`config.mk`:
```
export PLATFORM = sky130hd
export DESIGN_NAME = adat_sync_rx
export DESIGN_NICKNAME = d
export VERILOG_FILES = /design/src/rtl/adat_sync_rx.sv
export SDC_FILE = /design/constraint.sdc
export NUM_CORES = 1
export LEC_CHECK = 0
export CAP_MARGIN = 30
export CELL_PAD_IN_SITES_DETAIL_PLACEMENT = 2
export CELL_PAD_IN_SITES_GLOBAL_PLACEMENT = 2
export CORE_ASPECT_RATIO = 1.4
export CORE_UTILIZATION = 37
export CTS_CLUSTER_DIAMETER = 60
export DETAILED_ROUTE_END_ITERATION = 8
export GPL_TIMING_DRIVEN = 0
export PLACE_DENSITY = 0.79
export SYNTH_ARGS = -nofsm -noshare
export SYNTH_HDL_FRONTEND = slang
export SYNTH_SLANG_ARGS = --single-unit
```
`constraint.sdc`:
```
create_clock -name clk -period 3.25 [get_ports clk]
set_input_delay 0.65 -clock clk [delete_from_list [all_inputs] [get_ports clk]]
set_output_delay 0.65 -clock clk [all_outputs]
set_load 0.02 [all_outputs]
```
`src/rtl/adat_sync_rx.sv`:
```
// adat_sync_rx: synchronous ADAT lightpipe deframer clocked on the ADAT bit clock.
// Decodes the NRZI line and checks framing (sync, 49 separators). On each good
// frame it publishes eight signed 24-bit channels and the user nibble.
// Optional feature: define ADAT_SYNC_RX_ERR_COUNT_EN to add a saturating
// 16-bit framing-error counter on port err_count.
`timescale 1ns/1ps

module adat_sync_rx (
    input  logic                     clk,
    input  logic                     rst_n,
    input  logic                     adat_bitstream,
    output logic signed [23:0]       audio_bus [0:7],
    output logic        [3:0]        user_bits,
    output logic                     data_valid,
    output logic                     locked,
    output logic                     frame_error
`ifdef ADAT_SYNC_RX_ERR_COUNT_EN
    ,
    output logic        [15:0]       err_count
`endif
);

    typedef enum logic [1:0] {HUNT, USER, DATA, SYNC} state_t;

    state_t         state;
    state_t         state_nxt;
    logic           s0;
    logic           b;
    logic [3:0]     zrun;
    logic [2:0]     phase;
    logic [7:0]     bit_cnt;
    logic [3:0]     user_shift;
    logic [191:0]   staging;
    logic           sep_slot;
    logic           frame_good;
    logic           frame_bad;

    // A level change between consecutive samples is a logical 1, so the line
    // polarity never matters.
    assign b        = adat_bitstream ^ s0;
    // Every fifth bit of the user field and of each data nibble is a separator.
    assign sep_slot = (phase == 3'd4);

    // State register
    always_ff @(posedge clk or negedge rst_n) begin
        if (!rst_n) begin
            state <= HUNT;
        end else begin
            state <= state_nxt;
        end
    end

    // Next-state logic: sync acquisition, field sequencing and violation exits
    always_comb begin
        state_nxt = state;
        case (state)
            HUNT: begin
                if (b && (zrun >= 4'd10)) state_nxt = USER;
            end
            USER: begin
                if (sep_slot) state_nxt = b ? DATA : HUNT;
            end
            DATA: begin
                if (sep_slot) begin
                    if (!b)                       state_nxt = HUNT;
                    else if (bit_cnt == 8'd239)   state_nxt = SYNC;
                end
            end
            SYNC: begin
                if (b)                    state_nxt = (zrun == 4'd10) ? USER : HUNT;
                else if (zrun == 4'd10)   state_nxt = HUNT;
            end
            default: state_nxt = HUNT;
        endcase
    end

    // Output decode: good-frame and framing-violation strobes for this bit
    always_comb begin
        frame_good = 1'b0;
        frame_bad  = 1'b0;
        case (state)
            USER: begin
                frame_bad = sep_slot && !b;
            end
            DATA: begin
                frame_bad  = sep_slot && !b;
                frame_good = sep_slot && b && (bit_cnt == 8'd239);
            end
            SYNC: begin
                // Exactly ten zeros then a one; an early one or an eleventh zero fails.
                frame_bad = b ? (zrun != 4'd10) : (zrun == 4'd10);
            end
            default: begin
                frame_bad  = 1'b0;
                frame_good = 1'b0;
            end
        endcase
    end

    // Line history, zero-run, bit-position counters and field shifters
    always_ff @(posedge clk or negedge rst_n) begin
        if (!rst_n) begin
            s0         <= 1'b0;
            zrun       <= '0;
            phase      <= '0;
            bit_cnt    <= '0;
            user_shift <= '0;
            staging    <= '0;
        end else begin
            s0      <= adat_bitstream;
            zrun    <= b ? 4'd0 : ((zrun == 4'd15) ? zrun : zrun + 4'd1);
            phase   <= (((state == USER) || (state == DATA)) && !sep_slot) ? phase + 3'd1 : 3'd0;
            bit_cnt <= (state == DATA) ? bit_cnt + 8'd1 : 8'd0;
            if ((state == USER) && !sep_slot) begin
                user_shift <= {user_shift[2:0], b};
            end
            if (frame_bad) begin
                staging <= '0;
            end else if ((state == DATA) && !sep_slot) begin
                staging <= {staging[190:0], b};
            end
        end
    end

    // Published outputs: channels and user nibble change only on a good frame
    always_ff @(posedge clk or negedge rst_n) begin
        if (!rst_n) begin
            for (int unsigned i = 0; i < 8; i++) begin
                audio_bus[i] <= '0;
            end
            user_bits   <= '0;
            data_valid  <= 1'b0;
            frame_error <= 1'b0;
            locked      <= 1'b0;
        end else begin
            data_valid  <= frame_good;
            frame_error <= frame_bad;
            if (frame_good) begin
                // Channel 0 arrived first, so it sits in the top of the staging word.
                for (int unsigned i = 0; i < 8; i++) begin
                    audio_bus[i] <= staging[(7 - i) * 24 +: 24];
                end
                user_bits <= user_shift;
                locked    <= 1'b1;
            end else if (frame_bad) begin
                locked <= 1'b0;
            end
        end
    end

`ifdef ADAT_SYNC_RX_ERR_COUNT_EN
    // Saturating count of framing violations; only reset clears it
    always_ff @(posedge clk or negedge rst_n) begin
        if (!rst_n) begin
            err_count <= '0;
        end else if (frame_bad && (err_count != 16'hFFFF)) begin
            err_count <= err_count + 16'd1;
        end
    end
`endif

endmodule

```
== After elaboration in Yosys (flattened, before gate mapping) ==
Index checks and enable logic that the tools add are counted.

* Register bits: 413
* Input bits: 3
* Output and inout port bits: 199

* Add/subtract/negate cells: 3
* $lt $le $gt $ge: 1
* Equality and inequality tests: 14
* Multiplexer cells: 21
* Bitwise operators: 1
* Reductions and logical operators: 15

{| class="wikitable"
|+ Operator list
! operator !! number
|-
| $mux W192 || 2
|-
| $mux W2 || 8
|-
| $add A8 B1 Y8 const B || 1
|-
| $eq A4 B4 Y1 const B || 2
|-
| $eq A8 B8 Y1 const B || 1
|-
| $mux W4 || 2
|-
| $mux W8 || 1
|-
| $ne A2 B2 Y1 const B || 4
|-
| $pmux W2 S4 || 1
|-
| $logic_and A1 B1 Y1 || 7
|-
| $ne A3 B3 Y1 const B || 2
|-
| $mux W1 || 5
|-
| $reduce_and A5 Y1 || 1
|-
| $add A4 B1 Y4 const B || 1
|-
| $eq A2 B2 Y1 const B || 2
|-
| $ge A4 B4 Y1 const B || 1
|-
| $ne A4 B4 Y1 const B || 1
|-
| $reduce_bool A2 Y1 || 2
|-
| $add A3 B1 Y3 const B || 1
|-
| $eq A3 B3 Y1 const B || 1
|-
| $mux W3 || 1
|-
| $eq A2 B1 Y1 const B || 1
|-
| $logic_not A1 Y1 || 2
|-
| $logic_not A2 Y1 || 1
|-
| 4 further kinds || 4
|}

== Logic depth before layout (Yosys ltp) ==
Gate-level depths: netlist of the first run.

* Depth after elaboration: 6
* Gate-level depth with buffers: 10
* Gate-level depth less buffers: 10

== Least setup slack after synthesis of the first run ==
OpenSTA, ideal clock, no wires.

* Path kind: register to register
* Start point: reg bit_cnt[0]
* End point: reg audio_bus[57] (netlist name)
* Setup time: 0.128 ns
* Data arrival time: 2.239 ns
* Data required time: 3.122 ns
* Slack: 0.883 ns
* Cell stages (with the launch flop): 8
* Period minus slack after synthesis: 2.367 ns
* Path through: dfrtp_1 > ha_1 > nand3_1 > or4b_1 > nor3_4 > buf_4 > buf_4 > mux2_1

* Longest elaborated chain between the ends: 3

{| class="wikitable"
|+ Ends and longest elaborated chain
! item !! line !! RTL
|-
| start, declared || 31 || <nowiki>logic [7:0] bit_cnt;</nowiki>
|-
| start signal, assigned || 113 || <nowiki>bit_cnt <= (state == DATA) ? bit_cnt + 8'd1 : 8'd0;</nowiki>
|-
| $eq A8 B8 Y1 || 87 || <nowiki>frame_good = sep_slot && b && (bit_cnt == 8'd239);</nowiki>
|-
| $logic_and A1 B1 Y1 || 87 ||
|-
| $mux W1 || 81 || <nowiki>case (state)</nowiki>
|-
| end signal, assigned by index || 141 || <nowiki>audio_bus[i] <= staging[(7 - i) * 24 +: 24];</nowiki>
|-
| end, declared || 12 || <nowiki>output logic signed [23:0] audio_bus [0:7],</nowiki>
|}

Every way passes these cells.
A chain may end at the register's enable or synchronous reset.

== Worst setup path after layout of the first run ==
Same ends and word-level chain as after synthesis.

==> results.sh, run 1 <==
export IMPL_status="finished clean"
export IMPL_floorplan_initialDensity_pct=37.72
export IMPL_p_per_area_nw_per_um2=641.1
export IMPL_worstPathRequired_ns=3.66
export IMPL_maxCapViolations=0
export IMPL_grt_pass1_wl_microns=70010
export IMPL_crit_chain="ha_1 > nand3_1 > or4b_1 > nor3_4 > buf_4 > buf_4 > mux2_1"
export IMPL_port_buffers=201
export IMPL_layout_common_cells="dfrtp_1 (413), nand2_1 (390), clkdlybuf4s50_1 (200)"
export IMPL_insertion_delay_ns=0.55
export IMPL_slew_headroom_pct=43.41
export IMPL_crit_type="flop to flop"
export IMPL_drc=0
export IMPL_slew_viol_final=0
export IMPL_cp_slowest_cell="or4b_1"
export IMPL_synth_warnings=0
export IMPL_grt_max_degree=124
export IMPL_critPathArrivalTime_ns=3.42
export IMPL_synth_edf_count=0
export IMPL_yosysSeqAreaShare_pct=64.58
export IMPL_yosysTopAreaCell="dfrtp_1"
export IMPL_max_stage_delay_ns=0.63
export IMPL_final_layout_size_suffix_gt1_share_pct=16.35
export IMPL_clockRootBuffer="clkbuf_16"
export IMPL_grt_remaining_overflow=0
export IMPL_dieArea_sq_um=44100
export IMPL_setup_violations=0
export IMPL_fin_crit_ns=3.010
export IMPL_netlist_top_cells_area="dfrtp_1 (65%), mux2_2 (13%), nand2_1 (9.1%)"
export IMPL_drt_total_wl_microns=43390
export IMPL_path_max_fanout=10
export IMPL_worstMarginPinSlew_ns=0.8488
export IMPL_cts_made_buffers=43
export IMPL_async_flop_share_pct=100.0
export IMPL_wl_met3_microns=2030
export IMPL_wl_met2_microns=23670
export IMPL_vias=11042
export IMPL_grt_pass1_vias=12778
export IMPL_rows=89
export IMPL_fp_dieW_microns=177.8
export IMPL_place_hpwl_microns=28930
export IMPL_nets=1625
export IMPL_firstDrtPassIters=4
export IMPL_numClockSinks=413
export IMPL_io_pins=202
export IMPL_hold_viol_final=0
export IMPL_peakVddDrop_v=0.0004143
export IMPL_rsz0062_at_grt="no"
export IMPL_track_usage_pct=20.33
export IMPL_avgViaCountPerCell=5.054
export IMPL_drt_iter0_markers=375
export IMPL_area_growth_syn_to_layout_pct=26.29
export IMPL_cts_buffer_depth=3
export IMPL_crit_top_cell="buf_4"
export IMPL_m1WireLength_microns=16400
export IMPL_fin_crit_sh_pct=92.61
export IMPL_antenna_left=0
export IMPL_clock_skew_ns=0.02185
export IMPL_die_y_microns=248.1
export IMPL_syn_nets=1376
export IMPL_power_leakage_nw=9.315
export IMPL_design_core_area_sq_um=42430
export IMPL_ys_ff_latch=413
export IMPL_cp_end_kind="flop"
export IMPL_final_common_cell="dfrtp_1"
export IMPL_start_kind="flop"
export IMPL_max_freq_mhz=332.2
export IMPL_avgSynthCellArea_sq_um=11.76
export IMPL_syn_inst=1361
export IMPL_gp_congestion=0.7569
export IMPL_synth_top_cell_area_share_pct=64.58
export IMPL_yosys_cell_types_count=34
export IMPL_setup_ws_ns=0.2402
export IMPL_htree_levels=2
export IMPL_wl_per_cell_microns=19.86
export IMPL_antenna_found_initial=0
export IMPL_pre_cts_ws_ns=-0.5532
export IMPL_cts_setup_buffers=0
export IMPL_routed_top_layer="met4"
export IMPL_cts_tree="yes"
export IMPL_whs_ns=0.04318
export IMPL_hp_class="input pin to async pin"
export IMPL_clkTransAtPathRegs_ns=0.06
export IMPL_antenna_cells=0
export IMPL_synth_area_sq_um=16000
export IMPL_synth_ff_type="dfrtp_1"
## sequential cells by signal, summed over array words and instances, names as in the netlist
register,cells
audio_bus,192
bit_cnt,8
data_valid,1
frame_error,1
locked,1
phase,3
s0,1
staging,192
state,2
user_bits,4
user_shift,4
zrun,4
## critical path, delay by kind of cell, from the launching register on
family                     cells  cell delay [ns]
adders and majority gates      1             0.19
buffers and inverters          2             0.66
DFF                            1             0.37
muxes                          1             0.36
and+or+nand+nor                3             1.29
## final cells by class
cell class,instances,area [sq um]
inverter,7,26.28
timing repair buffer,204,2100
buffer,87,426.7
clock buffer,65,1271
sequential,413,10330
multi-input combinational,854,5219
fill,4216,22220
tap,546,683.2
clock inverter,9,151.4
## cells by family (layout without fill, tap and decap cells)
family | count (synthesis) | after routing | synth area share [%]
simple gates | 428 | 428 | 10.54
flops | 413 | 413 | 64.58
compound gates | 206 | 206 | 6.614
mux | 201 | 201 | 14.13
buf+inv | 94 | 372 | 2.815
fa+ha+maj | 12 | 12 | 0.9381
xor+xnor | 7 | 7 | 0.3831
## synth_stat cells (5+ instances only)
master	number
nor2_1	9
xnor2_1	5
buf_4	6
buf_6	9
mux2_2	179
a21oi_1	192
clkbuf_1	66
and3_1	5
and2_1	7
ha_1	12
nand2_1	390
mux2_1	21
buf_2	6
inv_1	7
dfrtp_1	413
## stage by stage
stage | setup TNS [ns] | cells | utilization, % | power (mW) | instance area [sq um]
detailed placement | -125.90 | 2111 | 44.28 | 8.038 | 18790
CTS | 0 | 2185 | 47.64 | 13.18 | 20210
global route | 0 | 2185 | 47.64 | 13.61 | 20210
finish | 0 | 2185 | 47.64 | 12.96 | 20210
floorplan | 0 | 1361 | - | 7.293 | 16000
global placement | -7089.50 | 2108 | 44.07 | 7.857 | 18700
## final timing paths
check | start | endpoint | slack, ns | depth (start not counted)
max in group asynchronous | rst_n | audio_bus[155] | 1.70 | 3
hold / removal | rst_n | audio_bus[19] | 0.04 | 1
setup / recovery | bit_cnt[0] | audio_bus[57] | 0.24 | 7
hold reg to reg | bit_cnt[0] | bit_cnt[0] | 0.47 | 1
min in group clk | bit_cnt[0] | bit_cnt[0] | 0.47 | 1
setup reg to reg | bit_cnt[0] | audio_bus[57] | 0.24 | 7
## power breakdown
part | leakage (nW) | internal [mW] | switching, mW | total (mW)
logic | 2.95 | 0.546 | 0.996 | 1.54
clock network | 0.693 | 3.01 | 2.02 | 5.03
registers | 5.67 | 5.80 | 0.581 | 6.39
## per-layer routing
layer	track usage, %	up-vias
met5	0	-
met2	38.38	194
met1	22.26	5768
li1	-	5003
met3	4.472	77
met4	6.687	0
## what timing repair did
action | in CTS | in global routing
hold buffers | 0 | 0
setup endpoints to repair | 3 | 100
pin swaps | 0 | 0
gates resized for setup | 1 | 2
No activity file was read; power rests on OpenSTA's default activity.
==> inputs of run 2 (changes only) <==
--- a/config.mk
+++ b/config.mk
@@ -9,11 +9,13 @@
 export CELL_PAD_IN_SITES_DETAIL_PLACEMENT = 2
 export CELL_PAD_IN_SITES_GLOBAL_PLACEMENT = 2
 export CORE_ASPECT_RATIO = 1.4
-export CORE_UTILIZATION = 37
+export CORE_MARGIN = 3
+export CORE_UTILIZATION = 38
+export CTS_BUF_LIST = sky130_fd_sc_hd__clkbuf_4 sky130_fd_sc_hd__clkbuf_8
 export CTS_CLUSTER_DIAMETER = 60
 export DETAILED_ROUTE_END_ITERATION = 8
 export GPL_TIMING_DRIVEN = 0
-export PLACE_DENSITY = 0.79
+export PLACE_DENSITY = 0.81
 export SYNTH_ARGS = -nofsm -noshare
 export SYNTH_HDL_FRONTEND = slang
 export SYNTH_SLANG_ARGS = --single-unit
==> results.sh, run 2 (same netlist as run 1, synthesis figures left out) <==
export IMPL_status="finished clean"
export IMPL_antenna_found_initial=0
export IMPL_setup_ws_ns=0.2298
export IMPL_io_pins=202
export IMPL_die_y_microns=248.8
export IMPL_power_leakage_nw=9.350
export IMPL_track_usage_pct=19.79
export IMPL_pre_cts_ws_ns=-0.5042
export IMPL_gp_congestion=0.7182
export IMPL_p_int_mw=8.912
export IMPL_pwr_share_seq_pct=51.0
export IMPL_insertion_delay_ns=0.59
export IMPL_grt_remaining_overflow=0
export IMPL_fp_dieW_microns=179.4
export IMPL_port_buffers=201
export IMPL_area_growth_syn_to_layout_pct=25.92
export IMPL_final_layout_size_suffix_gt1_share_pct=18.87
export IMPL_setup_violations=0
export IMPL_crit_chain="ha_1 > nand3_1 > or4b_1 > nor3_4 > buf_4 > buf_4 > mux2_1"
export IMPL_path_max_fanout=10
export IMPL_cts_buffer_depth=3
export IMPL_critPathArrivalTime_ns=3.48
export IMPL_fin_crit_ns=3.020
export IMPL_final_common_cell="dfrtp_1"
export IMPL_cts_tree="yes"
export IMPL_worstPathRequired_ns=3.71
export IMPL_crit_top_cell="buf_4"
export IMPL_maxCapViolations=0
export IMPL_antenna_cells=0
export IMPL_drt_total_wl_microns=43990
export IMPL_nets=1653
export IMPL_numClockSinks=413
export IMPL_layout_common_cells="dfrtp_1 (413), nand2_1 (390), clkdlybuf4s50_1 (200)"
export IMPL_vias=11196
export IMPL_cts_made_buffers=69
export IMPL_hp_class="input pin to async pin"
export IMPL_clkTransAtPathRegs_ns=0.06
export IMPL_p_sw_mw=3.620
export IMPL_reg2reg_depth=7
export IMPL_cts_setup_buffers=0
export IMPL_reg_top3="audio_bus: 192 flops, staging: 192 flops, bit_cnt: 8 flops"
export IMPL_cp_end_kind="flop"
export IMPL_peakVddDrop_v=0.0003361
export IMPL_hold_viol_final=0
export IMPL_slew_viol_final=0
export IMPL_whs_ns=0.4206
export IMPL_design_core_area_sq_um=41400
export IMPL_p_per_area_nw_per_um2=621.8
export IMPL_htree_levels=3
export IMPL_clockRootBuffer="clkbuf_8"
export IMPL_drc=0
export IMPL_crit_type="flop to flop"
export IMPL_worstMarginPinSlew_ns=0.8919
export IMPL_avgViaCountPerCell=5.055
export IMPL_wl_per_cell_microns=19.86
export IMPL_fin_crit_sh_pct=92.93
export IMPL_p_comb_share_pct=12.4
export IMPL_floorplan_initialDensity_pct=38.66
export IMPL_firstDrtPassIters=5
export IMPL_start_kind="flop"
export IMPL_grt_pass1_vias=12939
export IMPL_clock_skew_ns=0.02642
export IMPL_cp_slowest_cell="or4b_1"
export IMPL_drt_iter0_markers=371
export IMPL_max_stage_delay_ns=0.62
export IMPL_p_total_mw=12.53
export IMPL_dieArea_sq_um=44650
export IMPL_final_area_sq_um=20150
export IMPL_grt_pass1_wl_microns=72370
export IMPL_antenna_left=0
export IMPL_clkPwrFrac_pct=36.6
export IMPL_place_hpwl_microns=29790
export IMPL_rsz0062_at_grt="no"
export IMPL_max_freq_mhz=331.1
export IMPL_placed_cell_area_sq_um=18810
export IMPL_grt_max_degree=116
export IMPL_rows=88
export IMPL_switching_share_pct=28.89
export IMPL_slew_headroom_pct=40.54
==> run 2: cell count changes in the layout (fill, tap and decap cells not counted), sizes merged <==
cell and change:
clkinv +1, buf +1, bufinv -3, clkbuf +36
dlygate4sd3 +1
==> run 2: cell type report <==
type                    count  area, sq um
plain buffers              87        426.7
clock buffers             101         1271
clock inverters             7        62.56
fillers                  4124        21250
inverters                   7        26.28
multi-input cells         854         5219
flip-flops and latches    413        10330
well taps                 540        675.6
repair buffers            206         2137
==> run 2: critical path, delay by kind of cell (launching register included) <==
family                   cells  cell delay [ns]
adder cells (fa/ha/maj)      1             0.21
flip-flops                   1             0.37
buffers and inverters        2             0.65
AND/OR/NAND/NOR              3             1.32
multiplexers                 1             0.35
==> run 2: power by group through the flow <==
stage	combinational (mW)	clock [mW]	sequential (mW)
3_5_place_dp	1.57	0	6.48
2_1_floorplan	1.06	0	6.23
6_report	1.55	4.59	6.39
3_3_place_gp	1.41	0	6.44
5_1_grt	1.80	5.02	6.49
4_1_cts	1.61	4.77	6.40
==> run 2: worst paths after layout <==
| check | startpoint | to | slack (ns) |
|---|---|---|---|
| max | bit_cnt[0] | audio_bus[59] | 0.23 |
| min | rst_n | audio_bus[110] | 0.42 |
| max reg2reg | bit_cnt[0] | audio_bus[59] | 0.23 |
| min reg2reg | bit_cnt[0] | bit_cnt[0] | 0.46 |
| max in group asynchronous | rst_n | staging[32] | 1.08 |
| min in group clk | bit_cnt[0] | bit_cnt[0] | 0.46 |
==> run 2: per-layer routing <==
metal	GRT usage [%]	vias to the layer above	wire (microns)
li1	-	5067	-
met1	22.10	5842	16630
met2	36.60	204	23890
met3	5.142	83	2339
met4	6.413	0	1128
met5	0	-	0
==> run 2: repair_timing <==
| action | 4_1_cts | 5_1_grt |
|---|---|---|
| endpoints found under the setup margin | 0 | 2 |
| endpoints found under the hold margin | 1 | 0 |
| resized for setup | 0 | 4 |
| hold buffers | 1 | 0 |
==> run 2: through the flow <==
step / std cells / setup TNS [ns] / utilization (%)
3_3_place_gp: 2102 / -7064.58 / 45.15
4_1_cts: 2215 / 0 / 48.67
5_1_grt: 2215 / 0 / 48.68
6_report: 2215 / 0 / 48.68
3_5_place_dp: 2106 / -114.23 / 45.43
2_1_floorplan: 1361 / 0 / -
==> inputs of run 3 (changes only) <==
--- a/config.mk
+++ b/config.mk
@@ -5,6 +5,7 @@
 export SDC_FILE = /design/constraint.sdc
 export NUM_CORES = 1
 export LEC_CHECK = 0
+export ABC_CLOCK_PERIOD_IN_PS = 3100
 export CAP_MARGIN = 30
 export CELL_PAD_IN_SITES_DETAIL_PLACEMENT = 2
 export CELL_PAD_IN_SITES_GLOBAL_PLACEMENT = 2
@@ -12,7 +13,6 @@
 export CORE_MARGIN = 3
 export CORE_UTILIZATION = 38
 export CTS_BUF_LIST = sky130_fd_sc_hd__clkbuf_4 sky130_fd_sc_hd__clkbuf_8
-export CTS_CLUSTER_DIAMETER = 60
 export DETAILED_ROUTE_END_ITERATION = 8
 export GPL_TIMING_DRIVEN = 0
 export PLACE_DENSITY = 0.81
==> constraint.sdc (replaced) <==
create_clock -name clk -period 3.1 [get_ports clk]
set_input_delay 0.62 -clock clk [delete_from_list [all_inputs] [get_ports clk]]
set_output_delay 0.62 -clock clk [all_outputs]
set_load 0.02 [all_outputs]
==> results.sh, run 3 (same netlist as run 1, synthesis figures left out) <==
export IMPL_p_per_area_nw_per_um2=651.1
export IMPL_antenna_cells=0
export IMPL_vias=11210
export IMPL_nets=1657
export IMPL_fp_dieW_microns=179.4
export IMPL_p_total_mw=13.14
export IMPL_rsz0062_at_grt="no"
export IMPL_maxCapViolations=0
export IMPL_drc=0
export IMPL_worstMarginPinSlew_ns=0.8896
export IMPL_drt_iter0_markers=384
export IMPL_grt_max_degree=116
export IMPL_cp_top_family="buffers and inverters"
export IMPL_numClockSinks=413
export IMPL_crit_type="flop to flop"
export IMPL_grt_pass1_vias=12939
export IMPL_cts_buffer_depth=3
export IMPL_setup_violations=0
export IMPL_max_stage_delay_ns=0.69
export IMPL_firstDrtPassIters=4
export IMPL_rows=88
export IMPL_cts_tree="yes"
export IMPL_design_core_area_sq_um=41400
export IMPL_critPathArrivalTime_ns=3.29
export IMPL_status="finished clean"
export IMPL_die_y_microns=248.8
export IMPL_final_layout_size_suffix_gt1_share_pct=19.06
export IMPL_drt_total_wl_microns=44050
export IMPL_io_pins=202
export IMPL_reg_top3="audio_bus: 192 flops, staging: 192 flops, bit_cnt: 8 flops"
export IMPL_worstPathRequired_ns=3.60
export IMPL_place_inst=2106
export IMPL_floorplan_initialDensity_pct=38.66
export IMPL_dieArea_sq_um=44650
export IMPL_final_common_cell="dfrtp_1"
export IMPL_place_hpwl_microns=29790
export IMPL_fin_crit_ns=2.792
export IMPL_slew_viol_final=0
export IMPL_grt_pass1_wl_microns=72370
export IMPL_slew_headroom_pct=40.69
export IMPL_antenna_left=0
export IMPL_fillers=4127
export IMPL_avgViaCountPerCell=5.052
export IMPL_finalNonFillerCells=2219
export IMPL_hold_viol_final=0
export IMPL_path_max_fanout=10
export IMPL_clkTransAtPathRegs_ns=0.07
export IMPL_track_usage_pct=19.79
export IMPL_fin_util_pct=48.75
export IMPL_grt_remaining_overflow=0
export IMPL_crit_chain="inv_1 > ha_1 > nand2_1 > and2_1 > clkbuf_1 > clkbuf_1 > clkbuf_1 > nand2_1 > a21oi_1"
export IMPL_start_kind="flop"
export IMPL_gp_congestion=0.7182
export IMPL_peakVddDrop_v=0.0003523
export IMPL_area_growth_syn_to_layout_pct=26.11
export IMPL_clock_skew_ns=0.02596
export IMPL_seq_area_sq_um=10330
export IMPL_cp_end_kind="flop"
export IMPL_cts_made_buffers=69
export IMPL_multi_input_area_sq_um=5219
export IMPL_fin_crit_sh_pct=90.07
export IMPL_port_buffers=201
export IMPL_insertion_delay_ns=0.59
export IMPL_wl_per_cell_microns=19.85
export IMPL_hp_class="input pin to async pin"
export IMPL_antenna_found_initial=0
export IMPL_htree_levels=3
export IMPL_max_freq_mhz=358.1
export IMPL_cp_slowest_cell="clkbuf_1"
export IMPL_crit_top_cell="clkbuf_1"
export IMPL_layout_common_cells="dfrtp_1 (413), nand2_1 (390), clkdlybuf4s50_1 (200)"
export IMPL_critPathBufInv=4
export IMPL_clockRootBuffer="clkbuf_8"
export IMPL_power_leakage_nw=9.372
## run 3: cell count changes in the layout (fill, tap and decap cells not counted)
cell	delta
buf_4	+4
## run 3: final cells by class
class | instances | area share (%)
flip-flops and latches | 413 | 51.21
clock inverters | 7 | 0.3100
repair buffers | 210 | 10.74
well taps | 540 | 3.348
multi-input cells | 854 | 25.86
clock buffers | 101 | 6.298
inverters | 7 | 0.1302
plain buffers | 87 | 2.114
## run 3: path summary, 6_finish.rpt
kind | startpoint | to | slack [ns] | depth (start not counted)
min | rst_n | audio_bus[110] | 0.39 | 2
min reg2reg | bit_cnt[0] | bit_cnt[0] | 0.46 | 1
max | phase[0] | staging[59] | 0.31 | 9
max in group asynchronous | rst_n | staging[32] | 0.95 | 5
min in group clk | bit_cnt[0] | bit_cnt[0] | 0.46 | 1
max reg2reg | phase[0] | staging[59] | 0.31 | 9
## run 3: per-layer routing
layer	vias up	part of all wire, %	track usage [%]
met5	-	0	0
met4	0	2.5	6.413
met3	81	5.3	5.142
met2	209	54	36.60
met1	5845	38	22.10
li1	5075	-	-
## run 3: where the power goes
group / switching [mW] / total (mW) / internal [mW]
combinational: 1.05 / 1.63 / 0.575
clock: 2.14 / 4.81 / 2.68
sequential: 0.613 / 6.70 / 6.09
## run 3: worst register-to-register path, cell delays in order (launching register included)
cell	delay, ns
dfrtp_1	0.35
inv_1	0.07
ha_1	0.22
nand2_1	0.26
and2_1	0.18
clkbuf_1	0.15
clkbuf_1	0.69
clkbuf_1	0.47
nand2_1	0.14
a21oi_1	0.20
## run 3: repair_timing
item,CTS,global route
resized for setup,1,2
endpoints found under the hold margin,1,0
cloned,0,0
pin swaps,1,1
setup endpoints to repair,8,110
hold buffers,1,0
buffers inserted,0,4
## run 3: through the flow
stage / setup TNS (ns) / area (sq um) / worst slack [ns] / hold slack, ns
2_1_floorplan: 0 / 16000 / 0.7334 / 0.3244
3_3_place_gp: -7157.83 / 18690 / -17.04 / 0.4425
3_5_place_dp: -158.75 / 18810 / -0.6242 / 0.3958
4_1_cts: 0 / 20150 / 0.002256 / 0.3274
5_1_grt: 0 / 20180 / 0.03432 / 0.3385
6_report: 0 / 20180 / 0.3077 / 0.3901
